$ cat src/rtl/hazard_stall_unit.sv
// hazard_stall_unit
// Detects read-after-write hazards between the ID-stage source registers and
// the EX/MEM in-flight write-back destinations, and drives the pipeline stall
// line. A two-state FSM with a small down-counter sustains multi-cycle stalls
// so the shifting stage summaries are not re-evaluated mid-stall. Two
// saturating counters record stall cycles and new hazard detections.

module hazard_stall_unit #(
    parameter int          FORWARD   = 0,
    parameter logic [5:0]  LOAD_TYPE = 6'd10
) (
    input  logic        clk,
    input  logic        rst_n,
    input  logic        id_flush,
    input  logic [4:0]  id_rs,
    input  logic        id_rs_used,
    input  logic [4:0]  id_rt,
    input  logic        id_rt_used,
    input  logic [5:0]  EX_insType,
    input  logic [4:0]  EX_WBDest,
    input  logic [5:0]  MEM_insType,
    input  logic [4:0]  MEM_WBDest,
    output logic        stall,
    output logic [15:0] stall_cycles,
    output logic [15:0] hazard_count
);

    typedef enum logic {
        IDLE = 1'b0,
        HOLD = 1'b1
    } state_e;

    localparam logic [15:0] CNT_MAX = 16'hFFFF;

    state_e      state_q, state_d;
    logic [1:0]  remain_q, remain_d;
    logic [15:0] stall_cycles_q, stall_cycles_d;
    logic [15:0] hazard_count_q, hazard_count_d;

    logic        ex_hit;
    logic        mem_hit;
    logic [1:0]  need;
    logic        stall_d;
    logic        new_hazard;

    // A stage produces register src when it holds a real instruction that
    // writes src, and src is not the hardwired zero register.
    function automatic logic produces(input logic [5:0] ins_type,
                                      input logic [4:0] wb_dest,
                                      input logic [4:0] src);
        return (ins_type != 6'd0) && (wb_dest == src) && (src != 5'd0);
    endfunction

    // Match ID sources against the EX and MEM producers.
    always_comb begin
        ex_hit  = (id_rs_used && produces(EX_insType, EX_WBDest, id_rs)) ||
                  (id_rt_used && produces(EX_insType, EX_WBDest, id_rt));
        mem_hit = (id_rs_used && produces(MEM_insType, MEM_WBDest, id_rs)) ||
                  (id_rt_used && produces(MEM_insType, MEM_WBDest, id_rt));
    end

    // Number of bubbles the ID instruction needs before its operands are ready.
    // Without forwarding, a WB-stage producer is covered by the split-cycle
    // register file, so only EX (2 bubbles) and MEM (1 bubble) matter.
    always_comb begin
        need = 2'd0;
        if (FORWARD == 0) begin
            if (ex_hit) begin
                need = 2'd2;
            end else if (mem_hit) begin
                need = 2'd1;
            end
        end else if (ex_hit && (EX_insType == LOAD_TYPE)) begin
            need = 2'd1;
        end
    end

    // Stall FSM: first stall cycle comes straight from detection, the rest
    // from the remain counter. Flush and reset force stall low immediately.
    always_comb begin
        // NOTE: every output of this block gets a default first, so no path
        // leaves a variable unassigned and no latch is inferred.
        state_d    = state_q;
        remain_d   = remain_q;
        stall_d    = 1'b0;
        new_hazard = 1'b0;
        if (rst_n) begin
            unique case (state_q)
                IDLE: begin
                    if (id_flush) begin
                        remain_d = 2'd0;
                    end else if (need != 2'd0) begin
                        stall_d    = 1'b1;
                        new_hazard = 1'b1;
                        remain_d   = need - 2'd1;
                        if (need != 2'd1) begin
                            state_d = HOLD;
                        end
                    end
                end
                HOLD: begin
                    if (id_flush) begin
                        state_d  = IDLE;
                        remain_d = 2'd0;
                    end else begin
                        stall_d = 1'b1;
                        if (remain_q <= 2'd1) begin
                            state_d  = IDLE;
                            remain_d = 2'd0;
                        end else begin
                            remain_d = remain_q - 2'd1;
                        end
                    end
                end
                default: begin
                    state_d  = IDLE;
                    remain_d = 2'd0;
                end
            endcase
        end
    end

    // Saturating event counters for performance debug.
    always_comb begin
        stall_cycles_d = stall_cycles_q;
        hazard_count_d = hazard_count_q;
        if (stall_d && (stall_cycles_q != CNT_MAX)) begin
            stall_cycles_d = stall_cycles_q + 16'd1;
        end
        if (new_hazard && (hazard_count_q != CNT_MAX)) begin
            hazard_count_d = hazard_count_q + 16'd1;
        end
    end

    // State and counter registers with synchronous active-low reset.
    always_ff @(posedge clk) begin
        // NOTE: sequential state uses non-blocking assignments so every
        // register samples its next value from the same pre-edge snapshot.
        if (!rst_n) begin
            state_q        <= IDLE;
            remain_q       <= 2'd0;
            stall_cycles_q <= 16'd0;
            hazard_count_q <= 16'd0;
        end else begin
            state_q        <= state_d;
            remain_q       <= remain_d;
            stall_cycles_q <= stall_cycles_d;
            hazard_count_q <= hazard_count_d;
        end
    end

    assign stall        = stall_d;
    assign stall_cycles = stall_cycles_q;
    assign hazard_count = hazard_count_q;

endmodule

$ cat config.mk
export PLATFORM = sky130hd
export DESIGN_NAME = hazard_stall_unit
export DESIGN_NICKNAME = d
export VERILOG_FILES = /design/src/rtl/hazard_stall_unit.sv
export SDC_FILE = /design/constraint.sdc
export NUM_CORES = 1
export LEC_CHECK = 0
export CORE_MARGIN = 2
export CORE_UTILIZATION = 45
export CTS_CLUSTER_DIAMETER = 100
export DETAILED_ROUTE_END_ITERATION = 16
export GPL_ROUTABILITY_DRIVEN = 0
export PLACE_DENSITY_LB_ADDON = 0.2
export RECOVER_POWER = 100
export SYNTH_ARGS = -nofsm -noshare
export SYNTH_HDL_FRONTEND = slang
export SYNTH_SLANG_ARGS = --single-unit
$ cat constraint.sdc
create_clock -name clk -period 2.2 [get_ports clk]
set_input_delay 0.22 -clock clk [delete_from_list [all_inputs] [get_ports clk]]
set_output_delay 0.22 -clock clk [all_outputs]
set_load 0.02 [all_outputs]
# Yosys cells after proc, flatten, opt, wreduce, memory -nomap -nowiden
# Cells that the tools add are included.
[word_totals] inputBits=37 reg_bits=35 output_inout_bits=33
[op_classes] mux=20 n_reduce_logical=21 add_sub_neg=4 bitwise=1 order_cmp=1 n_eq_ne=8
[op_table] op="adder 16 x 1 -> 16 bit (second input constant)" count=2
[op_table] op="inequality test 16 bit (second input constant)" count=2
[op_table] op="== test 5 bit" count=4
[op_table] op="logical AND 1 bit" count=14
[op_table] op="2-to-1 mux 1 bit" count=12
[op_table] op="nonzero test 6 bit" count=2
[op_table] op="2-to-1 mux 2 bit" count=5
[op_table] op="nonzero test 5 bit" count=2
[op_table] op="case mux 1 bit (2 select lines)" count=2
[op_table] op="case mux 2 bit (2 select lines)" count=1
[op_table] op="subtractor 2 x 1 -> 2 bit (second input constant)" count=2
[op_table] op="inequality test 3 bit (second input constant)" count=1
[op_table] op="less-or-equal comparator 2 x 1 -> 1 bit (second input constant)" count=1
[op_table] op="logical OR 1 bit" count=2
[op_table] op="inequality test 2 x 1 -> 1 bit (second input constant)" count=1
[op_table] op="nonzero test 2 bit" count=1
[op_table] op="inverter 1 bit" count=1

# Logic depth before layout (Yosys ltp)
[depth] depth_word=13 ltp_mapped=9 ltp_nobuf=7

# Worst setup path after synthesis
# OpenSTA, ideal clock, no wires.
[synth_timing] kind="register to register" startpoint="register hazard_count_q[7], in the netlist hazard_count[7]" endpoint="register hazard_count_q[8], in the netlist hazard_count[8]" n_path_buf=2 t_arrival_ns=1.988 setup_time_ns=0.070 synth_period_minus_slack_ns=2.058 path_slack_ns=0.142 required_time_ns=2.130 path_stages_with_launch=10 path_cell_list="dfxtp_1 -> and4_1 -> and3_1 -> nand2_1 -> o31ai_1 -> a21o_1 -> buf_6 -> buf_4 -> o21ai_0 -> a21oi_1"
[synth_via] elab_chain_len=2
[synth_rtl] element="from (decl)" line="38" rtl="logic [15:0] hazard_count_q, hazard_count_d;"
[synth_rtl] element="from (signal assigned)" line="148" rtl="hazard_count_q <= hazard_count_d;"
[synth_rtl] element="branches (longest 2 deep; another with adder 16 x 1 -> 16 bit)"
# Several ways; the timed one is not identified.
# A chain may end at the register's enable or synchronous reset.

# Worst setup path after layout
[layout_timing] startpoint="input port id_rt[4]" endpoint="register hazard_count_q[10], in the netlist hazard_count[10]"
[layout_via] elab_chain_len=13
[layout_rtl] element="from (decl)" line="17" rtl="input logic [4:0] id_rt,"
[layout_rtl] element="== test 5 bit" line="51" rtl="return (ins_type != 6'd0) && (wb_dest == src) && (src != 5'd0);"
[layout_rtl] element="logical AND 1 bit (2 in a row)" line="51"
[layout_rtl] element="logical AND 1 bit" line="59" rtl="(id_rt_used && produces(MEM_insType, MEM_WBDest, id_rt));"
[layout_rtl] element="logical OR 1 bit" line="58" rtl="mem_hit = (id_rs_used && produces(MEM_insType, MEM_WBDest, id_rs)) ||"
[layout_rtl] element="2-to-1 mux 1 bit" line="70" rtl="end else if (mem_hit) begin"
[layout_rtl] element="2-to-1 mux 2 bit (*)" line="68" rtl="if (ex_hit) begin"
[layout_rtl] element="nonzero test 2 bit (*)" line="92" rtl="end else if (need != 2'd0) begin"
[layout_rtl] element="2-to-1 mux 1 bit (*)" line="92"
[layout_rtl] element="2-to-1 mux 1 bit (*)" line="90" rtl="if (id_flush) begin"
[layout_rtl] element="2-to-1 mux 1 bit (*)" line="88" rtl="unique case (state_q)"
[layout_rtl] element="2-to-1 mux 1 bit (*)" line="87" rtl="if (rst_n) begin"
[layout_rtl] element="logical AND 1 bit (*)" line="130" rtl="if (new_hazard && (hazard_count_q != CNT_MAX)) begin"
# Every way passes the cells marked *; elsewhere a longest branch is shown, timed or not.

==> key figures <==
Die
  • Starting density of the core: 0.466
  • Die area: 5060 um^2
  • Core Box Area: 4350 um^2
  • Die width: 71.2 um
  • # IOs: 70
  • Die height: 71.2 um
  • Row count: 24

Timing
  • Max-slew headroom: 0.612
  • Worst Tran Pin Value: 0.577 ns
  • Max Transition Viols Final: 0
  • Final hold violation count: 0
  • Setup TNS: 0 ns
  • Endpoints failing setup: 0
  • F_max: 466 MHz
  • Post-route setup slack: 0.0518 ns
  • Tmin final: 2.15 ns
  • Worst Clk Skew: 0.00546 ns
  • Fin crit share: 0.976

Setup path
  • Crit path kind: in -> reg
  • Worst setup path endpoint: hazard_count[10]
  • Slowest-stage cell, CP: or4_4
  • Flop2flop setup slack: 0.06 ns
  • Crit path arrival time: 2.37 ns
  • Worst path required time: 2.42 ns
  • R2R depth: 9
  • R2r endpoint: hazard_count[10]
  • Crit. End Element: flop
  • Worst-path fanout max: 7
  • Cell Chain, Critical Path: clkbuf_2 > xnor2_2 > nand3_1 > nor4_4 > o32ai_2 > buf_4 > a21o_4 > buf_12 > buf_8 > or4_4 > o21ai_1
  • Startpoint types: input port
  • Worst r2r src: hazard_count[9]
  • Max stage delay on crit path: 0.47 ns
  • Crit path buf inv count: 4
  • CP top delay family: simple AND/OR/NAND/NOR gates
  • CP startpoint: id_rt[4]
  • WP depth: 11

Place
  • Setup WS pre-CTS: -0.480 ns
  • Dpl cell area: 2950 um^2
  • IO buf count: 69
  • Hpwl dp: 4.08 mm

Pwr
  • Leakage: 1.41 nW
  • Worst VDD drop: 0.000400 V
  • PwrDens: 402 nW/um^2
  • Final total power: 1.33 mW

Outcome
  • Status: finished, final reports clean

Routing
  • DR vias: 2,267
  • Via density: 5.61
  • Drt drc: 0
  • Wirelength, routed: 6.24 mm
  • DR iter-0 viols: 124
  • Antenna violation net count after detailed routing: 0
  • WL per Instance: 15.5 um
  • Drt first pass iters: 4

Clock network
  • Worst-path clk slew: 0.07 ns
  • Num Clock Sinks: 35
  • Hold-fix buffers, CTS: 0
  • CTS tree: yes
  • CTS Buffer Depth: 2
  • Clk root buf: clkbuf_8
  • CTS Buf Count: 5
  • H-tree depth: 2
  • Latest clock arrival within the worst-skew pair: 0.29 ns

Logic synthesis
  • Share of the synthesized area in the top cell type: 0.345
  • Synth warn: 0
  • Synthesized cell area: 2030 um^2
  • Ys async rst share: 0
  • Synth area leader: dfxtp_1
  • Post-synth EDFFs: 0
  • Top FF cell, synth: dfxtp_1
  • Synthesis-stage register bit count: 35
  • Synth unique cells: 40
  • Syn_area_per_cell: 8.28 um^2
  • Most area-consuming cells after synthesis: dfxtp_1 (35%), xnor2_1 (9.9%), nand2_1 (5.5%), mux2i_1 (4.4%), nand3_1 (4.4%)
  • Cells after Synth: 245
  • Seq/Total Area, Yosys: 0.345
  • Synth Net Count: 284

Global routing
  • Initial antenna violation count: 0
  • First-pass GRT wire length: 9.91 mm
  • Largest net degree at the start of global routing: 23
  • Total GRT Usage: 0.242
  • Vias in the first global route: 2,146
  • GR Overflow Total: 0

Hold path
  • Hold Path Depth: 1
  • Hold Path Class: reg -> reg
  • Origin of the worst min-delay path: stall_cycles[11]

Cells and area
  • Fin nets: 391
  • Fillers: 300
  • Most common cell after layout, fill and taps aside: dfxtp_1
  • Design area: 3310 um^2
  • Register Area: 701 um^2
  • Area delta synth->final: 63.1%
  • Fraction of layout cells with a size suffix above 1: 0.244
  • Area occupied by multi-input gates: 1430 um^2
  • Most frequent cells in the layout: dfxtp_1 (35), dlygate4sd3_1 (32), buf_4 (32), nand2_1 (29), xnor2_1 (20)
  • Antenna cells: 0

Run
  • Number of max-cap violations: 0
-- cell type report --
type	count	area share
Sequential cell	35	0.212
Clock buffer	6	0.0249
Inverter	5	0.00567
Multi-Input combinational cell	197	0.432
Clock inverter	1	0.00151
Tap cell	52	0.0197
Timing Repair Buffer	108	0.304
-- worst register-to-register path, delay by kind of cell, from the launching register on --
kind | cells | cell delay [ns]
AND/OR/NAND/NOR | 4 | 1.05
AO/OA/AOI/OAI | 3 | 0.42
flip-flops | 1 | 0.35
buffers and inverters | 2 | 0.25
-- state kept, by name, summed over array words and instances, names as in the netlist --
name,count
hazard_count,16
stall_cycles,16
remain_q,2
state_q,1
-- repair_timing --
item	CTS	global route
endpoints found under the setup margin	25	32
pin swaps	14	21
setup buffers	7	5
resized for setup	52	46
gates cloned	1	0
-- per-stage QoR --
stage	hold slack, ns	util	instances
6_report	0.493	0.760	404
5_1_grt	0.519	0.760	404
4_1_cts	0.499	0.737	400
3_5_place_dp	0.478	0.677	385
3_3_place_gp	0.470	0.677	385
2_1_floorplan	0.397	-	245
-- report_power, final --
| part | switching [mW] | internal (mW) |
|---|---|---|
| Clock | 0.232 | 0.246 |
| Sequential | 0.00219 | 0.635 |
| Combinational | 0.103 | 0.114 |
| Total | 0.337 | 0.995 |
-- cell families after synthesis --
logic type / count (synthesis) / share of synthesized area
AND/OR/NAND/NOR: 113 / 0.298
AO/OA/AOI/OAI: 46 / 0.149
flip-flops: 35 / 0.345
XOR/XNOR: 27 / 0.117
buffers and inverters: 13 / 0.0345
multiplexers: 9 / 0.0444
adder cells (fa/ha/maj): 2 / 0.0123
-- Yosys cell counts, drive strengths merged (2+ instances only) --
cell type / instances
a2111oi: 2
a211oi: 4
a21o: 3
a21oi: 16
and3: 7
and4: 3
buf: 5
clkbuf: 3
dfxtp: 35
ha: 2
inv: 5
mux2i: 9
nand2: 30
nand2b: 5
nand3: 18
nand4: 9
nor2: 17
nor3: 6
nor4: 4
o21ai: 8
o31ai: 7
or3: 3
or4: 10
xnor2: 23
xor2: 4
-- how the worst min path moves through the flow --
stage | endpoint | slack [ns]
6_report | stall_cycles[11] | 0.49
4_1_cts | hazard_count[11] | 0.50
3_3_place_gp | stall_cycles[11] | 0.47
2_1_floorplan | remain_q[0] | 0.40
5_1_grt | stall_cycles[11] | 0.52
3_5_place_dp | stall_cycles[11] | 0.48
-- per-layer routing --
| layer | GRT usage | wire (um) | up-vias |
|---|---|---|---|
| met5 | 0 | 0 | - |
| met2 | 0.429 | 3180 | 75 |
| met3 | 0.0527 | 389 | 8 |
| met4 | 0.0440 | 59 | 0 |
| met1 | 0.305 | 2620 | 1071 |
| li1 | - | - | 1113 |
Note: power is estimated with default switching activity, not from simulation.
==> RTL edit 1 (same settings) <==
`FORWARD`: 0 -> 1.
--- a/src/rtl/hazard_stall_unit.sv
+++ b/src/rtl/hazard_stall_unit.sv
@@ -8,3 +8,3 @@
 module hazard_stall_unit #(
-    parameter int          FORWARD   = 0,
+    parameter int          FORWARD   = 1,
     parameter logic [5:0]  LOAD_TYPE = 6'd10
Behaviour: not the same (a bounded check fails within 4 cycles, from zero or initial values and one cycle with rst_n low).
==> RTL edit 1 against the unedited design <==
- final cell count shrank 3.7%
- sequential share of layout area grew 1.0 points
- design area shrank 4.6%
- core utilization shrank 3.0 points
- sequential cell count is the same
- routed wire length shrank 7.8%
- power grew 3.2%
- register-to-register slack gained 0.04 ns
- setup slack lost 0.0088 ns
- first-iteration DRC count shrank 4.8%
- synthesized area shrank 1.0%
- critical path type unchanged
- largest power group unchanged
- highest routed layer unchanged
==> RTL edit 1: results (changes against the unedited design) <==
grt_pass1_wl_um: 9114  # -8.0%
layout-drive-gt1-share_pct: 20.77  # -3.7 points
wl_per_cell_um: 14.80  # -4.2%
nNonClkBuffers: 92  # -15%
synthCells: 246  # +0.41%
first_pass_iters: 4  # unchanged
dp_hpwl_um: 3942  # -3.5%
clockNetworkAreaShare_pct: 3.250  # +0.60 points
area_growth_pct: 57.20
port_buffers: 58  # -16%
die_w_um: 70.80  # -0.50%
status: "complete, no violations"
cts_setup_buffers: 1  # -6
grt_pass1_vias: 2036  # -5.1%
seq_area_um2: 700.7  # unchanged
met3_usage_pct: 3.989  # -1.3 points
grtUsageTotal_pct: 22.16  # -2.1 points
route.met2.wl_um: 2884  # -9.2%
synth_seq_area_share_pct: 34.89  # +0.37 points
cts_buffers: 5  # unchanged
ys_types: 43  # +7.5%
fin_cells: 389  # -3.7%
ys_top_cells_by_count: "dfxtp_1 (35), nand2_1 (31), a21oi_1 (19), nand3_1 (19), mux2i_1 (13)"
cts_resized: 5  # -90%
dr_wl_met3_um: 242  # -38%
grt_use_met2_pct: 39.04  # -3.9 points
p_leak_nw: 1.319  # -6.2%
nNonClkInverters: 5  # unchanged
post-place-ws_ns: -0.4452  # +0.03471 ns
dpl_cell_area_um2: 2820  # -4.4%
nNetsFinal: 376  # -3.8%
nMultiInputCombCells: 198  # +0.51%
use_met1_pct: 27.14  # -3.3 points
slowest_stage: "or4_1"
netlist_top_cells_area: "dfxtp_1 (35%), mux2i_1 (6.5%), nand2_1 (5.8%)"
cp_max_fo: 14  # +7
p_sw_mw: 0.3116  # -7.5%
htree_levels: 2  # unchanged
dr.first_iter.drc_count: 118  # -4.8%
tightest_slew_ns: 0.4141  # -0.1624 ns
grt_max_degree: 21  # -8.7%
clockBufferCount: 6  # unchanged
multi_input_area_um2: 1389  # -3.0%
clkLatencyLatePin_ns: 0.29  # about the same
worst_path_largest_cell_delay_ns: 0.50  # +0.03 ns
cp.arrival_ns: 2.37  # about the same
nonClkBufAreaFrac_pct: 27.90  # -2.5 points
wl_met1_um: 2487  # -5.1%
async_reset_ff_share_pct: 0  # unchanged
syn_nets: 285  # +0.35%
fill_cells: 343  # +14%
via_count: 2189  # -3.4%
worst_clock_skew_ns: 0.008551  # +0.003094 ns
max-vdd-ir-drop_mv: 0.4366  # +9.3%
==> RTL edit 1: cell families after synthesis <==
family,after synthesis,synth area share [%]
compound gates,44,13.58
xor+xnor,8,3.489
flops,35,34.89
simple gates,131,37.20
mux,13,6.480
fa+ha+maj,2,1.246
buf+inv,13,3.115
==> RTL edit 1: power by group through the flow <==
stage                     clock network, mW  logic (mW)  registers (mW)
after detailed placement                  0       0.135           0.648
after CTS                             0.572       0.139           0.633
after floorplan                           0      0.0480           0.648
after global routing                  0.607       0.188           0.633
final                                 0.566       0.175           0.633
after global placement                    0       0.133           0.648
==> RTL edit 1: worst paths after layout <==
check / from / endpoint / slack, ns / cells past startpoint
worst max-delay path: EX_WBDest[0] / stall_cycles[15] / 0.04 / 9
worst min-delay path: remain_q[1] / remain_q[1] / 0.44 / 2
worst max register to register: stall_cycles[0] / stall_cycles[15] / 0.10 / 7
worst min register to register: remain_q[1] / remain_q[1] / 0.44 / 2
==> RTL edit 2 (same flow settings) <==
Made on the original files. Put one more register stage on the output `hazard_count`, without a reset. The value now appears one clock later. The other outputs are not delayed to match.
--- a/src/rtl/hazard_stall_unit.sv
+++ b/src/rtl/hazard_stall_unit.sv
@@ -153,3 +153,5 @@
     assign stall_cycles = stall_cycles_q;
-    assign hazard_count = hazard_count_q;
+    always_ff @(posedge clk) begin
+        hazard_count <= hazard_count_q;
+    end
 
Behaviour: not the same (Yosys sat finds a counterexample within 4 cycles, from zero or initial values and one cycle with rst_n low).
==> RTL edit 2 against the unedited design <==
- via count decreased by 3.2%
- synthesized area up 18%
- largest cell class unchanged
- setup slack better by 0.026 ns
- power up 45%
- first-iteration DRC count is 35% lower
- final cell count up 6.4%
- design area grew 9.8%
- sequential share of layout area is 6.9 points higher
- routed wire length is 7.6% lower
- clock skew grew 0.0055 ns
- highest routed layer unchanged
- synthesized cell count up 6.5%
- sequential cell count grew 16
==> RTL edit 2: results (changes against the unedited design) <==
grt_max_degree: 41  # +78%
htree_levels: 2  # unchanged
slew_headroom_pct: 67.29  # +6.1 points
post-place-ws_ns: -0.7934  # -0.3135 ns
first_pass_iters: 4  # unchanged
ctsRootBufferMaster: "clkbuf_8"
antenna_found_initial: 0  # unchanged
wl_met1_um: 2538  # -3.2%
synth_flop_cell: "dfxtp_1"
synth.largest_area_cell: "dfxtp_1"
route.met2.wl_um: 2951  # -7.1%
routed_via_density: 5.105  # -9.0%
grt_pass1_wl_um: 9929  # +0.21%
clockBufferDepth: 2  # unchanged
async_reset_ff_share_pct: 0  # unchanged
clkLatencyLatePin_ns: 0.31  # +0.02 ns
rr_endpoint: "hazard_count_q[13]"
dr_wl_met3_um: 222  # -43%
max-vdd-ir-drop_mv: 0.3975  # -0.51%
min_to: "hazard_count[8]"
max_freq_mhz: 471.2  # +1.2%
cts_buffers: 5  # unchanged
whs_path_depth: 0  # -1
worst_clock_skew_ns: 0.01093  # +0.005470 ns
status: "complete, no violations"
ys_types: 39  # -2.5%
routed.top_layer: "met4"
ys_top_cells_by_count: "dfxtp_1 (51), nand2_1 (30), mux2i_1 (22)"
setup_viol: 0  # unchanged
cp_max_fo: 7  # unchanged
wl_um: 5770  # -7.6%
nNetsFinal: 398  # +1.8%
grtUsageTotal_pct: 20.31  # -3.9 points
synth_seq_area_share_pct: 42.54  # +8.0 points
grt_pass1_vias: 2168  # +1.0%
netlist_top_cells_area: "dfxtp_1 (43%), mux2i_1 (9.2%), xnor2_1 (6.2%)"
yosys_warnings: 0  # unchanged
ff2ff_path_depth: 7  # -2
port_buffers: 69  # unchanged
clkTransAtPathRegs_ns: 0.09  # +0.02 ns
hold_class: "flop to flop"
holdCritStartpoint: "hazard_count_q[8]"
reg2reg_from: "hazard_count_q[4]"
dp_hpwl_um: 4099  # +0.37%
dr.first_iter.drc_count: 81  # -35%
syn_nets: 300  # +5.6%
layout-drive-gt1-share_pct: 16.94  # -7.5 points
n_antenna_cell: 0  # unchanged
p_leak_nw: 1.623  # +16%
reg2reg_slack_ns: 0.22  # +0.16 ns
[RTL edit 2: changes by cell type after synthesis, sizes merged, moves of 6 or more]
cell    delta
nor2       -7
xnor2      -6
o31ai      -6
and3       +6
nand2b    +12
mux2i     +13
dfxtp     +16
[RTL edit 2: timing repair]
| action | 4_1_cts | 5_1_grt |
|---|---|---|
| setup endpoints to repair | 31 | 13 |
| buffers inserted | 4 | 1 |
| resized for setup | 40 | 21 |
| endpoints found under the hold margin | 0 | 0 |
| pin swaps | 12 | 12 |
| hold buffers | 0 | 0 |
[RTL edit 2: cell type report]
class / instances / area, um^2
Multi-Input combinational cell: 199 / 1478
Clock inverter: 3 / 71.32
Inverter: 6 / 22.52
Timing Repair Buffer: 96 / 885.9
Sequential cell: 51 / 1021
Tap cell: 70 / 87.58
Fill cell: 409 / 1505
Clock buffer: 5 / 68.82
[RTL edit 2: logic make-up (layout without fill, tap and decap cells)]
| kind of cell | Yosys count | in the layout | synth area share (%) |
|---|---|---|---|
| flops | 51 | 51 | 42.54 |
| buf+inv | 11 | 110 | 1.772 |
| fa+ha+maj | 2 | 2 | 1.043 |
| mux | 22 | 22 | 9.176 |
| xor+xnor | 23 | 23 | 8.394 |
| simple gates | 119 | 119 | 26.80 |
| compound gates | 33 | 33 | 10.27 |
[RTL edit 2: through the flow]
stage	instances	util, %	TNS, ns	hold WS (ns)	cell area, um^2
2_1_floorplan	261	-	0	0.3548	2400
3_3_place_gp	418	64.80	-16.73	0.3702	3331
3_5_place_dp	418	64.80	-17.77	0.3675	3331
6_report	430	70.72	0	0.3806	3635
5_1_grt	430	70.72	-0.01405	0.3974	3635
4_1_cts	430	70.16	0	0.3876	3606
[RTL edit 2: power by group]
group          internal (mW)  switching (mW)
Combinational          0.118          0.0985
Sequential             0.924         0.00201
Clock                  0.461           0.321
Total                   1.50           0.421
[RTL edit 2: worst max-delay path, stage by stage]
cell and delay, ns:
dlygate4sd2_1 0.29, or4_4 0.56, o21ai_4 0.21, nor4_4 0.07
o32ai_4 0.23, buf_6 0.18, a211oi_2 0.07, buf_4 0.16
and3_1 0.18, o21a_1 0.16
[RTL edit 2: worst max path at each step]
stage | startpoint | to | slack [ns] | cells after the start
5_1_grt | EX_insType[3] | stall_cycles[7] | -0.007 | 10
3_3_place_gp | id_rs[4] | hazard_count_q[7] | -0.71 | 8
3_5_place_dp | id_rs[3] | hazard_count_q[8] | -0.79 | 8
2_1_floorplan | id_rs[4] | stall_cycles[6] | 0.14 | 7
4_1_cts | id_rt[0] | hazard_count_q[0] | 0.03 | 8
6_report | id_rs[1] | stall_cycles[7] | 0.08 | 10
[RTL edit 2: per-layer routing]
metal	vias to the layer above	GRT usage (%)
li1	1123	-
met1	1018	25.57
met2	47	34.65
met3	7	3.765
met4	0	7.500
met5	-	0
